===== config.mk =====
export PLATFORM = sky130hd
export DESIGN_NAME = simon_req_arbiter
export DESIGN_NICKNAME = d
export VERILOG_FILES = /design/src/rtl/simon_arb_pkg.sv /design/src/rtl/simon_arb_tag_fifo.sv /design/src/rtl/simon_req_arbiter.sv
export SDC_FILE = /design/constraint.sdc
export NUM_CORES = 1
export LEC_CHECK = 0
export CELL_PAD_IN_SITES_DETAIL_PLACEMENT = 2
export CELL_PAD_IN_SITES_GLOBAL_PLACEMENT = 2
export CORE_ASPECT_RATIO = 0.75
export CORE_MARGIN = 8
export CORE_UTILIZATION = 17
export DETAILED_ROUTE_END_ITERATION = 8
export PLACE_DENSITY_LB_ADDON = 0.1
export RECOVER_POWER = 50
export SYNTH_ARGS = -nofsm -noshare
export SYNTH_HDL_FRONTEND = slang
export SYNTH_HIERARCHICAL = 1
export SYNTH_SLANG_ARGS = --single-unit

===== constraint.sdc =====
create_clock -name clk -period 3.1 [get_ports clk]
set_clock_uncertainty 0.05 [all_clocks]
set_input_delay 0.465 -clock clk [delete_from_list [all_inputs] [get_ports clk]]
set_output_delay 0.465 -clock clk [all_outputs]
set_load 0.03 [all_outputs]

===== src/rtl/simon_arb_pkg.sv =====
// Shared types and sizing helpers for the Simon engine request arbiter.
// Optional grant counters are enabled with SIMON_ARB_PERF_EN.
package simon_arb_pkg;

    typedef enum logic {
        IDLE,
        LOCKED
    } arb_state_e;

    // Width of the per-requester grant counters
    localparam int CNT_W = 16;

    // Requester id width, never narrower than one bit
    function automatic int id_width(input int n);
        return (n <= 2) ? 1 : $clog2(n);
    endfunction

endpackage


===== src/rtl/simon_arb_tag_fifo.sv =====
// In-order FIFO of requester ids for operations the engine has accepted
// but not yet returned; head names the owner of the next result.
module simon_arb_tag_fifo #(
    parameter int DEPTH = 2,
    parameter int W     = 2
) (
    input  logic         clk,
    input  logic         arst,
    input  logic         push,
    input  logic [W-1:0] push_id,
    input  logic         pop,
    output logic         full,
    output logic         empty,
    output logic [W-1:0] head
);

    localparam int PW = (DEPTH <= 1) ? 1 : $clog2(DEPTH);
    localparam int CW = $clog2(DEPTH + 1);

    logic [W-1:0]  mem [DEPTH];
    logic [PW-1:0] wr_ptr;
    logic [PW-1:0] rd_ptr;
    logic [CW-1:0] count;
    logic          do_push;
    logic          do_pop;

    assign full    = (count == CW'(DEPTH));
    assign empty   = (count == '0);
    assign do_push = push && !full;
    assign do_pop  = pop && !empty;
    assign head    = empty ? '0 : mem[rd_ptr];

    always_ff @(posedge clk or posedge arst) begin
        if (arst) begin
            wr_ptr <= '0;
            rd_ptr <= '0;
            count  <= '0;
            for (int i = 0; i < DEPTH; i++) begin
                mem[i] <= '0;
            end
        end else begin
            if (do_push) begin
                mem[wr_ptr] <= push_id;
                wr_ptr      <= (wr_ptr == PW'(DEPTH - 1)) ? '0 : wr_ptr + PW'(1);
            end
            if (do_pop) begin
                rd_ptr <= (rd_ptr == PW'(DEPTH - 1)) ? '0 : rd_ptr + PW'(1);
            end
            // Simultaneous push and pop leaves occupancy unchanged
            case ({do_push, do_pop})
                2'b10:   count <= count + CW'(1);
                2'b01:   count <= count - CW'(1);
                default: count <= count;
            endcase
        end
    end

endmodule


===== src/rtl/simon_req_arbiter.sv =====
// Round-robin arbiter sharing one Simon engine among NREQ requesters, with
// in-order result routing; SIMON_ARB_PERF_EN adds per-requester grant counters.
module simon_req_arbiter
    import simon_arb_pkg::*;
#(
    parameter int NREQ  = 4,
    parameter int WW    = 16,
    parameter int NKW   = 4,
    parameter int OUTST = 2
) (
    input  logic                  clk,
    input  logic                  arst,
    input  logic [NREQ-1:0]       req_valid_i,
    output logic [NREQ-1:0]       req_ready_o,
    input  logic [NREQ-1:0]       req_mode_i,
    input  logic [NREQ*2*WW-1:0]  req_pt_i,
    input  logic [NREQ*NKW*WW-1:0] req_key_i,
    output logic                  eng_valid_o,
    input  logic                  eng_ready_i,
    output logic                  eng_mode_o,
    output logic [2*WW-1:0]       eng_pt_o,
    output logic [NKW*WW-1:0]     eng_key_o,
    input  logic                  eng_valid_i,
    output logic                  eng_ready_o,
    input  logic                  eng_mode_i,
    input  logic [2*WW-1:0]       eng_ct_i,
    output logic [NREQ-1:0]       rsp_valid_o,
    input  logic [NREQ-1:0]       rsp_ready_i,
    output logic                  rsp_mode_o,
    output logic [2*WW-1:0]       rsp_ct_o,
    output logic                  busy_o,
    output logic                  err_o
`ifdef SIMON_ARB_PERF_EN
    ,
    output logic [NREQ*CNT_W-1:0] grant_cnt_o
`endif
);

    localparam int ID_W  = id_width(NREQ);
    localparam int PT_W  = 2 * WW;
    localparam int KEY_W = NKW * WW;

    arb_state_e      state;
    arb_state_e      state_nxt;
    logic [ID_W-1:0] rr_ptr;
    logic [ID_W-1:0] rr_nxt;
    logic [ID_W-1:0] lock_id;
    logic [ID_W-1:0] lock_nxt;
    logic [ID_W-1:0] winner;
    logic [ID_W-1:0] sel_id;
    logic [ID_W-1:0] head_id;
    logic            any_req;
    logic            offer;
    logic            hs;
    logic            fifo_full;
    logic            fifo_empty;
    logic            fifo_pop;

    // Scanning downward lets the lowest offset from rr_ptr win
    always_comb begin
        winner  = rr_ptr;
        any_req = 1'b0;
        for (int k = NREQ - 1; k >= 0; k--) begin
            if (req_valid_i[(int'(rr_ptr) + k) % NREQ]) begin
                winner  = ID_W'((int'(rr_ptr) + k) % NREQ);
                any_req = 1'b1;
            end
        end
    end

    assign sel_id = (state == LOCKED) ? lock_id : winner;

    always_comb begin
        offer = 1'b0;
        if (!arst) begin
            offer = (state == LOCKED) ? 1'b1 : (any_req && !fifo_full);
        end
    end

    assign hs = offer && eng_ready_i;

    always_ff @(posedge clk or posedge arst) begin
        if (arst) begin
            state   <= IDLE;
            rr_ptr  <= '0;
            lock_id <= '0;
        end else begin
            state   <= state_nxt;
            rr_ptr  <= rr_nxt;
            lock_id <= lock_nxt;
        end
    end

    // A stalled offer is frozen in lock_id so the engine inputs stay stable
    always_comb begin
        state_nxt = state;
        lock_nxt  = lock_id;
        rr_nxt    = rr_ptr;
        case (state)
            IDLE: begin
                if (offer && !eng_ready_i) begin
                    state_nxt = LOCKED;
                    lock_nxt  = winner;
                end
            end
            LOCKED: begin
                if (eng_ready_i) begin
                    state_nxt = IDLE;
                end
            end
            default: state_nxt = IDLE;
        endcase
        if (hs) begin
            rr_nxt = (sel_id == ID_W'(NREQ - 1)) ? '0 : sel_id + ID_W'(1);
        end
    end

    always_comb begin
        eng_valid_o = 1'b0;
        eng_mode_o  = 1'b0;
        eng_pt_o    = '0;
        eng_key_o   = '0;
        req_ready_o = '0;
        if (offer) begin
            eng_valid_o = 1'b1;
            eng_mode_o  = req_mode_i[sel_id];
            eng_pt_o    = req_pt_i[int'(sel_id)*PT_W +: PT_W];
            eng_key_o   = req_key_i[int'(sel_id)*KEY_W +: KEY_W];
        end
        if (hs) begin
            req_ready_o[sel_id] = 1'b1;
        end
    end

    simon_arb_tag_fifo #(
        .DEPTH(OUTST),
        .W    (ID_W)
    ) u_tag_fifo (
        .clk    (clk),
        .arst   (arst),
        .push   (hs),
        .push_id(sel_id),
        .pop    (fifo_pop),
        .full   (fifo_full),
        .empty  (fifo_empty),
        .head   (head_id)
    );

    // Results are routed to the owner recorded at the FIFO head
    always_comb begin
        eng_ready_o = 1'b0;
        rsp_valid_o = '0;
        rsp_mode_o  = 1'b0;
        rsp_ct_o    = '0;
        if (!arst && !fifo_empty) begin
            eng_ready_o = rsp_ready_i[head_id];
            if (eng_valid_i) begin
                rsp_valid_o[head_id] = 1'b1;
                rsp_mode_o           = eng_mode_i;
                rsp_ct_o             = eng_ct_i;
            end
        end
    end

    assign fifo_pop = eng_valid_i && eng_ready_o;
    assign busy_o   = (state == LOCKED) || !fifo_empty;

    always_ff @(posedge clk or posedge arst) begin
        if (arst) begin
            err_o <= 1'b0;
        end else if (eng_valid_i && fifo_empty) begin
            err_o <= 1'b1;
        end
    end

`ifdef SIMON_ARB_PERF_EN
    logic [CNT_W-1:0] grant_cnt [NREQ];

    always_ff @(posedge clk or posedge arst) begin
        if (arst) begin
            for (int i = 0; i < NREQ; i++) begin
                grant_cnt[i] <= '0;
            end
        end else begin
            for (int i = 0; i < NREQ; i++) begin
                if (hs && sel_id == ID_W'(i) && grant_cnt[i] != '1) begin
                    grant_cnt[i] <= grant_cnt[i] + CNT_W'(1);
                end
            end
        end
    end

    always_comb begin
        grant_cnt_o = '0;
        for (int i = 0; i < NREQ; i++) begin
            grant_cnt_o[i*CNT_W +: CNT_W] = grant_cnt[i];
        end
    end
`endif

endmodule


Word-level counts from Yosys, hierarchy flattened
Index checks and enable logic that the tools add are counted.
- add/sub/neg operators: 8
- $lt $le $gt $ge: 11
- equal/unequal tests: 4
- shifts and indexed selects: 2
- muxes and demuxes: 56
- bitwise logic cells: 6
- reduce and logical (&&, ||, !) cells: 22
- operators with widths (cell ; count):
    256-bit by 9-bit variable part select with 64-bit output ; 1
    128-bit by 8-bit variable part select with 32-bit output ; 1
    32-bit two-way mux ; 3
    64-bit two-way mux ; 1
    1-bit two-way mux ; 26
    2-bit two-way mux ; 11
    1-bit binary-select mux with 2-bit select ; 6
    3-bit by 4-bit less-than comparator with 1-bit output, second input constant ; 3
    4-bit two-way mux ; 3
    1-bit logical AND ; 11
    2-bit by 3-bit less-than comparator with 1-bit output, second input constant ; 3
    2-bit by 1-bit adder with 2-bit output, second input constant ; 3
    2-bit == test, second input constant ; 3
    2-bit OR reduction ; 3
    2-bit adder, second input constant ; 2
    4-bit bitwise mux ; 1
    1-bit demux with 2-bit select ; 2
    2-bit by 1-bit >= comparator with 1-bit output, second input constant ; 2
    2-bit >= comparator, second input constant ; 2
    1-bit zero test ; 4
    1-bit NOT with 2-bit output ; 2
    2-bit case mux with 2 select lines ; 1
    1-bit AND, first input constant ; 3
    1-bit adder, second input constant ; 2
    other kinds (10) ; 10
- bits in registers: 14
- input bits: 433
- output and inout port bits: 142
- word-level logic and storage cells: 118

Depth between registers and ports, before layout
Gate-level depths: netlist of run 1.
- depth in word-level cells: 17
- gate-level depth with buffers: 12
- gate-level depth less buffers: 12

Hierarchy
Netlist of run 1, hierarchy kept.
- by module, submodules not included (module ; times used ; cells each ; area an instance (µm²) ; sequential area each (µm²)):
    simon_req_arbiter ; 1 ; 1370 ; 7891.3 ; 150.1
    simon_arb_tag_fifo ; 1 ; 31 ; 406.6 ; 200.2

Least setup slack after synthesis of run 1
No wires, ideal clock.
- path type: input -> output
- start point: input port req_valid_i[0]
- end point: output port eng_pt_o[10]
- data arrival time: 2.648 ns
- data required time: 2.585 ns
- setup slack: -0.063 ns
- cell stages on the path: 7
- buffers on the path: 2
- cells stage by stage: nor2b_1 o21ba_1 o41ai_4 buf_2 buf_2 o2111ai_1 a221oi_1
- cells in the longest elaborated chain, start to end: 11
- elaborated cells on any way between the ends: 25
- classes of those cells: shift: 1; mux: 23; reduce/logical: 1
- ends and longest elaborated chain (what ; RTL line ; source):
    start: declaration ; simon_req_arbiter.sv:13 ; input logic [NREQ-1:0] req_valid_i,
    parallel branches: the longest is 10 deep, another holds 128-bit by 8-bit variable part select with 32-bit output ; -- ;
    32-bit two-way mux * ; simon_req_arbiter.sv:124 ; if (offer) begin
    end: declaration ; simon_req_arbiter.sv:21 ; output logic [2*WW-1:0] eng_pt_o,
Mark *: on every way between the ends. The select of a mux whose other input is x is not followed.

Final worst setup path of run 1
- start point: register rr_ptr[1]
- end point: output port eng_key_o[60]
- cells in the longest elaborated chain, start to end: 12
- elaborated cells on any way between the ends: 28
- classes of those cells: add/sub: 3; shift: 1; mux: 23; reduce/logical: 1
- ends and longest elaborated chain (what ; RTL line ; source):
    start: declaration ; simon_req_arbiter.sv:45 ; logic [ID_W-1:0] rr_ptr;
    start signal: assignment ; simon_req_arbiter.sv:89 ; rr_ptr <= rr_nxt;
    parallel branches: the longest is 11 deep, another holds 2-bit adder ; -- ;
    64-bit two-way mux * ; simon_req_arbiter.sv:124 ;
    end: declaration ; simon_req_arbiter.sv:22 ; output logic [NKW*WW-1:0] eng_key_o,
Marks and branches as above.

==> results_dict.tcl, run 1 <==
set metrics [dict create \
    layout_commonest_cell "clkdlybuf4s50_1" \
    status "complete, but fails checks" \
    yosysUniqueCellTypes 43 \
    dr.pass1.iters 5 \
    critical_path_class "register to output port" \
    grt_max_degree 119 \
    synth_area_um2 8298 \
    drt-initial-drc-count 727 \
    cts_buffers 3 \
    cp.arrival_ns 2.60 \
    routedWlPerCell_um 26.97 \
    hold_path.class "register to register" \
    rows 70 \
    gp_congestion 0.8349 \
    grt_pass1_wl_um 105700 \
    ant_nets 0 \
    detailed_place_hpwl_um 52750 \
    setup_violations 3 \
    finalCritPeriodShare 1.006 \
    r2r_slack_ns 0.55 \
    top_layer_used "met5" \
    critPathRequiredTime_ns 2.58 \
    track_usage 0.2369 \
    cts_root_buf "clkbuf_16" \
    start_util 0.1713 \
    timing.rr.start "state" \
    clock_sinks 14 \
    synth_top_area_share 0.1348 \
    ys_ff_latch 14 \
    portBuffers 574 \
    fillers 5461 \
    clk_latency_ns 0.24 \
    yosys_warnings 6 \
    route.met2.wl_um 35970 \
    chipHeight_um 207.3 \
    grt-ovfl-total 0 \
    syn_to_final_growth_pct 120.3 \
    max_freq_mhz 320.7 \
    seq_area_frac_synth 0.04222 \
    cts_hold_buf 0 \
    dr_total_vias 14730 \
    r2r-end "u_tag_fifo/count[1]" \
    ys_top_cells_by_area "nor2_1 13%, o32a_1 12%, a221oi_1 10%" \
    ios 575 \
    endpoint_kind "output port" \
    grt_pass1_vias 16092 \
    synth-async-reset-ratio 1.000 \
    synth_edf_count 0 \
    core-area_um2 48430 \
    finalCriticalPeriod_ns 3.118 \
    synth_nets 1839 \
    hold_viol_final 0 \
    cts.htree.levels 1 \
    maxCapViolCount 0 \
    dieWidth_um 271.1 \
    p_leak_nw 6.850 \
    path_clk_slew_ns 0.05 \
    violations "setup timing" \
    synth_top_flop_cell "dfrtp_1" \
    cpPeakStageDelay_ns 0.39 \
    drcViolationCount 0 \
    peakVddDrop_uv 528.7 \
    fin_area_um2 18280 \
    wl_um 72390 \
    rsz0062_at_grt "true" \
    antenna_found_initial 37 \
    cp_max_fo 8 \
    path_cells "buf_6 > buf_4 > o21ba_4 > o41ai_4 > buf_4 > buf_12 > buf_16 > buf_4 > o2111ai_1 > a221oi_1 > buf_4" \
    cts_tree "yes" \
    layout_common_cells "465 x clkdlybuf4s50_1, 292 x nor2_1, 214 x buf_4, 103 x nand2_1" \
    met3WireLength_um 4188 \
    timing.slew.headroom 0.5663 \
    routedLengthMet1_um 30920 \
    placed_area_um2 16230 \
    min_to "err_o" \
    synth_largest_area_cell "nor2_1" \
    power_density_nw_per_um2 836.8 \
    cpMostUsedCell "buf_4" \
    layout.nets 2448 \
    reg2reg_depth 11 \
    worst_pin_slew_ns 0.6506 \
    slew_viol_final 0 \
    setup_slack_ns -0.01787 \
    hold_path_depth 1 \
    syn_inst 1401 \
    dieArea_um2 56210 \
    drive_above_1_share 0.2588 \
    start_kind "register" \
    crit_slowest_cell "dfrtp_1" \
    avgViaCountPerCell 5.488 \
    avgSynthCellArea_um2 5.923 \
    tns_ns -0.04153 \
    p_total_w 0.01530 \
    cts_max_path_buffers 2 \
    hold_start "err_o" \
]
## power breakdown
group | switching, W | total (W) | internal, W
Combinational | 0.00821 | 0.0146 | 0.00641
Clock | 0.0000731 | 0.000247 | 0.000174
Sequential | 0.000153 | 0.000431 | 0.000279
## layer usage
| metal | vias up | GRT usage |
|---|---|---|
| met1 | 7418 | 0.2941 |
| met2 | 411 | 0.4105 |
| met3 | 73 | 0.05387 |
| met4 | 24 | 0.05850 |
| met5 | - | 0 |
| li1 | 6804 | - |
## metrics by stage
stage / utilization / std cells / setup slack (ns) / hold slack, ns
finish: 0.3775 / 2684 / -0.01787 / 0.4263
global route: 0.3772 / 2678 / -0.1299 / 0.4517
CTS: 0.3563 / 2637 / -0.02495 / 0.4342
detailed placement: 0.3351 / 2598 / -0.6857 / 0.4188
global placement: 0.3351 / 2598 / -0.6467 / 0.3957
floorplan: - / 1401 / 0.009265 / 0.2129
## critical path, delay by kind of cell, from the launching register on
| family | cells | cell delay (ns) |
|---|---|---|
| DFF | 1 | 0.39 |
| buffers and inverters | 7 | 1.12 |
| AOI/OAI and AO/OA | 4 | 0.83 |
## worst max-delay path by stage
stage,from,end,slack [ns]
after floorplan,req_valid_i[0],eng_key_o[0],0.009
after global placement,req_valid_i[3],eng_key_o[63],-0.65
after detailed placement,req_valid_i[0],eng_key_o[63],-0.69
after CTS,rr_ptr[1],eng_pt_o[25],-0.02
after global routing,rr_ptr[1],eng_key_o[60],-0.13
final,rr_ptr[1],eng_key_o[60],-0.02
## cells in the mapped netlist (2+ instances only)
cell type / n
a21oi_1: 3
a221oi_1: 97
a31oi_1: 97
and2_1: 34
and3_1: 5
and3b_1: 2
buf_1: 14
buf_2: 26
clkbuf_1: 165
dfrtp_1: 14
ha_1: 5
inv_1: 7
inv_2: 2
mux2_2: 5
mux2_4: 2
mux2i_1: 3
nand2_1: 103
nand3_1: 99
nand4_1: 97
nor2_1: 298
nor2b_1: 5
nor3_1: 2
nor3b_1: 3
o2111ai_1: 97
o21ai_0: 98
o21ai_1: 2
o32a_1: 97
xnor2_1: 3
xor2_1: 2
## cells by family after synthesis
| kind of cell | synth area share |
|---|---|
| AOI/OAI and AO/OA | 0.4662 |
| xor gates and xnor gates | 0.005278 |
| adders and majority gates | 0.007539 |
| buffers and inverters | 0.1007 |
| DFF | 0.04222 |
| muxes | 0.01674 |
| and+or+nand+nor | 0.3613 |
## cell type report
cell class                      count  area, um^2  share of cell area
Multi-Input combinational cell   1174        8307              0.4544
Timing Repair Buffer              808        8606              0.4707
Clock buffer                        4       78.83            0.004312
Inverter                            9       50.05            0.002737
Sequential cell                    14       362.8             0.01985
Antenna cell                       27       67.56            0.003696
Tap cell                          648       810.8             0.04435
## what timing repair did
item                                    CTS  global route
setup buffers                            23            16
cloned                                   12             8
endpoints found under the hold margin     0             0
endpoints found under the setup margin  101            97
resized for setup                        90           132
pin swaps                                37            73
## flip-flops by register name, indices dropped and copies added (netlist names)
signal / flops
err_o: 1
u_tag_fifo/wr_ptr: 1
lock_id: 2
u_tag_fifo/rd_ptr: 1
u_tag_fifo/mem: 4
state: 1
u_tag_fifo/count: 2
rr_ptr: 2
Power figures use the tool's default switching activity.
==> run 2, diff against run 1 <==
Settings changed: ABC_CLOCK_PERIOD_IN_PS from default to 3100.
==> results of run 2 <==
Final layout, timing and power as in run 1 (identical DEF).
